==> src/rtl/pipe_ctrl.sv <==
// ---------------------------------------------------------------------------
// pipe_ctrl -- pipeline sequencing controller for the 5-stage RV32 core.
//
// Turns every stall/flush cause into one prioritised set of per-stage hold
// and bubble strobes. The causes are load-use interlock, multi-cycle mul/div
// occupancy of E, data-memory wait states in M, and taken-branch redirect.
// It also keeps a saturating count of fetch-stall cycles.
//
// Ports
//   clk, rst               core clock, synchronous active-high reset
//   rs1D/rs2D, useRs1D/2D  Decode source registers and their use flags
//   rdE, regwriteE,        Execute destination, writes the RF,
//   memtoregE              Execute instruction is a load
//   mdStartE, mdDone       multi-cycle op present in E / result valid pulse
//   branchTakenE           taken branch/jump resolved in E
//   dmemReqM, dmemReadyM   active data access in M / access completes
//   stallF..stallM         hold the pipeline register
//   flushD, flushE         load a bubble into the D / E register
//   bubbleM, bubbleW       load a bubble into the M / W register
//   mdGo                   one-cycle start strobe to the mul/div unit
//   mdBusy                 controller is waiting on mul/div
//   stallCount             cycles with stallF=1, saturating
// ---------------------------------------------------------------------------
module pipe_ctrl #(
   parameter int RFIDX_W = 5,
   parameter int CNT_W   = 32
) (
   input  logic               clk,
   input  logic               rst,
   input  logic [RFIDX_W-1:0] rs1D,
   input  logic [RFIDX_W-1:0] rs2D,
   input  logic               useRs1D,
   input  logic               useRs2D,
   input  logic [RFIDX_W-1:0] rdE,
   input  logic               regwriteE,
   input  logic               memtoregE,
   input  logic               mdStartE,
   input  logic               mdDone,
   input  logic               branchTakenE,
   input  logic               dmemReqM,
   input  logic               dmemReadyM,
   output logic               stallF,
   output logic               stallD,
   output logic               stallE,
   output logic               stallM,
   output logic               flushD,
   output logic               flushE,
   output logic               bubbleM,
   output logic               bubbleW,
   output logic               mdGo,
   output logic               mdBusy,
   output logic [CNT_W-1:0]   stallCount
);

   typedef enum logic [1:0] {
      RUN      = 2'd0,
      MD_WAIT  = 2'd1,
      MEM_WAIT = 2'd2
   } state_t;

   state_t           state_q, state_d;
   logic [CNT_W-1:0] cnt_q, cnt_d;

   logic memWait;
   logic loadUse;

   assign memWait = dmemReqM & ~dmemReadyM;

   // x0 is never a real producer, so a load into x0 cannot create a hazard.
   assign loadUse = regwriteE & memtoregE & (rdE != '0) &
                    ((useRs1D & (rs1D == rdE)) | (useRs2D & (rs2D == rdE)));

   // ------------------------------------------------------------------
   // Next-state and strobe decode. Everything is forced low during
   // reset so a reset landing mid-operation cannot leak a strobe.
   // ------------------------------------------------------------------
   always_comb begin
      state_d = state_q;
      stallF  = 1'b0;
      stallD  = 1'b0;
      stallE  = 1'b0;
      stallM  = 1'b0;
      flushD  = 1'b0;
      flushE  = 1'b0;
      bubbleM = 1'b0;
      bubbleW = 1'b0;
      mdGo    = 1'b0;
      mdBusy  = 1'b0;

      if (!rst) begin
         unique case (state_q)
            RUN: begin
               if (memWait) begin
                  // Freeze F..M; W drains with a bubble so the stalled
                  // access cannot retire twice.
                  stallF  = 1'b1;
                  stallD  = 1'b1;
                  stallE  = 1'b1;
                  stallM  = 1'b1;
                  bubbleW = 1'b1;
                  state_d = MEM_WAIT;
               end else if (mdStartE) begin
                  mdGo    = 1'b1;
                  stallF  = 1'b1;
                  stallD  = 1'b1;
                  stallE  = 1'b1;
                  bubbleM = 1'b1;
                  state_d = MD_WAIT;
               end else if (branchTakenE) begin
                  // The D instruction is wrong-path, so its load-use
                  // hazard is irrelevant and must not stall.
                  flushD = 1'b1;
                  flushE = 1'b1;
               end else if (loadUse) begin
                  // One-cycle hold of F/D with a bubble into E; the
                  // following cycle re-evaluates with the load in M.
                  stallF = 1'b1;
                  stallD = 1'b1;
                  flushE = 1'b1;
               end
            end

            MEM_WAIT: begin
               // Other causes are held off until the access finishes.
               if (dmemReadyM) begin
                  state_d = RUN;
               end else begin
                  stallF  = 1'b1;
                  stallD  = 1'b1;
                  stallE  = 1'b1;
                  stallM  = 1'b1;
                  bubbleW = 1'b1;
               end
            end

            MD_WAIT: begin
               // M holds a bubble here, so no memory wait can arise, and
               // mdStartE staying high must not restart the unit.
               mdBusy = 1'b1;
               if (mdDone) begin
                  state_d = RUN;
               end else begin
                  stallF  = 1'b1;
                  stallD  = 1'b1;
                  stallE  = 1'b1;
                  bubbleM = 1'b1;
               end
            end

            default: state_d = RUN;
         endcase
      end
   end

   // Saturating fetch-stall counter. stallF is already low during reset.
   always_comb begin
      cnt_d = cnt_q;
      if (stallF && (cnt_q != '1)) cnt_d = cnt_q + CNT_W'(1);
   end

   always_ff @(posedge clk) begin
      if (rst) begin
         state_q <= RUN;
         cnt_q   <= '0;
      end else begin
         state_q <= state_d;
         cnt_q   <= cnt_d;
      end
   end

   assign stallCount = cnt_q;

endmodule

==> config.mk <==
export PLATFORM = sky130hd
export DESIGN_NAME = pipe_ctrl
export DESIGN_NICKNAME = d
export VERILOG_FILES = /design/src/rtl/pipe_ctrl.sv
export SDC_FILE = /design/constraint.sdc
export NUM_CORES = 1
export LEC_CHECK = 0
export ABC_AREA = 1
export ABC_CLOCK_PERIOD_IN_PS = 1600
export CAP_MARGIN = 10
export CORE_MARGIN = 3
export CORE_UTILIZATION = 44
export CTS_CLUSTER_SIZE = 25
export DETAILED_ROUTE_END_ITERATION = 10
export GPL_TIMING_DRIVEN = 0
export PLACE_DENSITY = 0.88
export SYNTH_ARGS = -nofsm -noshare
export SYNTH_HDL_FRONTEND = slang
export SYNTH_SLANG_ARGS = --single-unit
==> constraint.sdc <==
create_clock -name clk -period 1.6 [get_ports clk]
set_input_delay 0.32 -clock clk [delete_from_list [all_inputs] [get_ports clk]]
set_output_delay 0.32 -clock clk [all_outputs]
set_load 0.01 [all_outputs]
==> results.json <==
{
  "wl_per_cell_um": 21.2,
  "finalHoldViolations": 0,
  "clockBufferDepth": 2,
  "multi_input_area_mm2": 0.00216,
  "cts_sinks": 34,
  "crit_fanout": 6,
  "synth.distinct_cells": 27,
  "crit_path_top_delay_cell": "dfxtp_4",
  "p_leak_nw": 2.01,
  "dieArea_mm2": 0.00667,
  "reg2regPathDepth": 11,
  "cts_tree": "done",
  "htreeDepth": 2,
  "start_kind": "flop",
  "postCtsHoldBufs": 0,
  "placed_cell_area_mm2": 0.00331,
  "syn_to_final_growth_pct": 79.5,
  "layout-drive-gt1-share_pct": 45.4,
  "postSynthCellCount": 433,
  "fin_nets": 586,
  "final_core_util_pct": 84.8,
  "critPathMostFrequentCell": "nor2_4",
  "ys_ff_latch": 34,
  "clock_latency_ps": 310,
  "drt_iter0_markers": 718,
  "setup_tns_ps": -9840,
  "cp.depth": 11,
  "grt_pass1_wl_mm": 14.6,
  "die_w_um": 81.7,
  "hold_class": "input pin to flop",
  "slew_violations": 0,
  "grt_max_degree": 11,
  "cp_data_required_time_ps": 1810,
  "seqPwrFrac_pct": 41.2,
  "drc": 0,
  "crit_path_end_kind": "flop",
  "ys.warnings.count": 0,
  "root_buffer": "clkbuf_8",
  "p_int_mw": 1.39,
  "grt_pass1_vias": 3228,
  "setup.worst_path.class": "flop to flop",
  "place_inst": 569,
  "cap_viol_max_count": 0,
  "violations": "negative setup slack",
  "layout_setup_ws_ps": -404,
  "fmax_ghz": 0.499,
  "port_buffers": 66,
  "fin_crit_sh_pct": 125,
  "dp_hpwl_mm": 6.25,
  "grt.total_usage_pct": 28.4,
  "rows": 26,
  "netlist_area_mm2": 0.00252,
  "status": "complete, but fails checks",
  "routabilityCongestion": 0.989,
  "rsz0062_at_grt": "yes",
  "vias": 3981,
  "ir_worst_vdd_mv": 0.344,
  "fillers": 272,
  "syn_nets": 460,
  "antenna_left": 0,
  "wl_mm": 13.4,
  "start_util_pct": 47.2,
  "grt_antenna_before_repair": 0,
  "whs_path_depth": 2,
  "path_clk_slew_ps": 80,
  "core_mm2": 0.00534,
  "cp.arrival_ps": 2220,
  "synth_area_per_cell_um2": 5.82,
  "path_buf_inv": 3,
  "finClkSkew_ps": 15.1,
  "p_comb_share_pct": 26.8,
  "worstMarginPinSlew_ps": 813,
  "dieHeight_um": 81.7,
  "dr.pass1.iters": 9,
  "antennaDiodeCount": 0,
  "regArea_um2": 771,
  "clkPwrFrac_pct": 32.0,
  "io_pins": 68,
  "p_switching_uw": 647,
  "cp_top_family": "simple AND/OR/NAND/NOR gates",
  "fin_cells": 630,
  "powerDensity_mw_per_mm2": 451,
  "swShare_pct": 31.8,
  "final_area_mm2": 0.00452,
  "cp_cell_sequence": "ha_4 > inv_4 > nor2_4 > nand2_2 > nor2_4 > nand4_4 > nand2_8 > buf_12 > clkbuf_16 > nand2_1 > a21oi_1",
  "max_stage_delay_ps": 390,
  "post-route-min-period_ps": 2000,
  "avgViaCountPerCell": 6.32,
  "grt_overflow": 0,
  "finalSetupViolations": 40,
  "ys_seq_area_share_pct": 27.0,
  "cts_buffers": 5,
  "slew_headroom_pct": 45.8
}
[per-stage QoR]
stage | hold WS [ps] | setup slack [ps] | power (mW)
floorplan | 500 | 11.1 | 1.06
global placement | 479 | -1040 | 1.20
detailed placement | 499 | -1090 | 1.21
CTS | 302 | -195 | 1.87
global route | 317 | -453 | 2.13
finish | 334 | -404 | 2.04
[repair_timing]
action	in CTS	in global routing
pin swaps	45	49
hold endpoints to repair	0	0
endpoints found under the setup margin	58	51
cloned	1	4
setup buffers	32	18
gates resized for setup	180	163
[synth_stat cells (all sizes together)]
cell type  count  area [µm²]
nand4          4        40.0
xor2          13         114
a21oi         36         180
inv           41         154
clkbuf         5        18.8
nor2          60         243
nor3          11        60.1
xnor2          2        17.5
dfxtp         34         681
ha             1        12.5
nor3b          1        7.51
nand3         45         225
buf           10        72.6
o211ai         1        7.51
nand2        158         601
nand3b         9        67.6
nor4           2        18.8
[routing by layer]
metal  vias up  GRT usage [%]  share of wire (%)
met3       153           6.25                 13
li1       1638              -                  -
met4         2           13.8                8.9
met2       408           50.4                 44
met1      1780           32.1                 34
met5         -              0               0.15
[state kept, by name (all words and copies together) (netlist names)]
name and cells:
state_q 2, stallCount 32
[layout make-up]
type / instances / area share [%]
timing repair buffer: 119 / 24.3
multi-input combinational: 343 / 47.9
buffer: 15 / 3.60
tap: 70 / 1.94
inverter: 41 / 3.51
clock buffer: 8 / 1.77
sequential: 34 / 17.0
[logic make-up after synthesis]
family	count (synthesis)	share of synthesized area [%]
AND/OR/NAND/NOR	290	50.1
flip-flops	34	27.0
adder cells (fa/ha/maj)	1	0.496
XOR/XNOR	15	5.21
buffers and inverters	56	9.73
AO/OA/AOI/OAI	37	7.45
[worst paths after layout]
path / slack (ps) / from / end
max: -400 / stallCount[1] / stallCount[10]
min: 330 / rst / state_q[1]
max reg2reg: -400 / stallCount[1] / stallCount[10]
min reg2reg: 500 / stallCount[7] / stallCount[7]
[power by group through the flow]
stage	registers [mW]	clock network [mW]	logic [mW]
floorplan	0.884	0	0.171
global placement	0.885	0	0.317
detailed placement	0.885	0	0.327
CTS	0.848	0.632	0.395
global route	0.839	0.708	0.579
finish	0.839	0.652	0.547
[placed cells by master, fill, tap and decap left out, drive strengths merged, types with 5 or more instances in the layout]
| cell | instances |
|---|---|
| a21oi | 36 |
| buf | 83 |
| clkbuf | 16 |
| clkdlybuf4s50 | 23 |
| dfxtp | 34 |
| dlygate4sd2 | 12 |
| dlymetal6s2s | 5 |
| inv | 41 |
| nand2 | 158 |
| nand3 | 45 |
| nand3b | 9 |
| nor2 | 60 |
| nor3 | 11 |
| xor2 | 13 |
(Power assumes the default switching activity.)
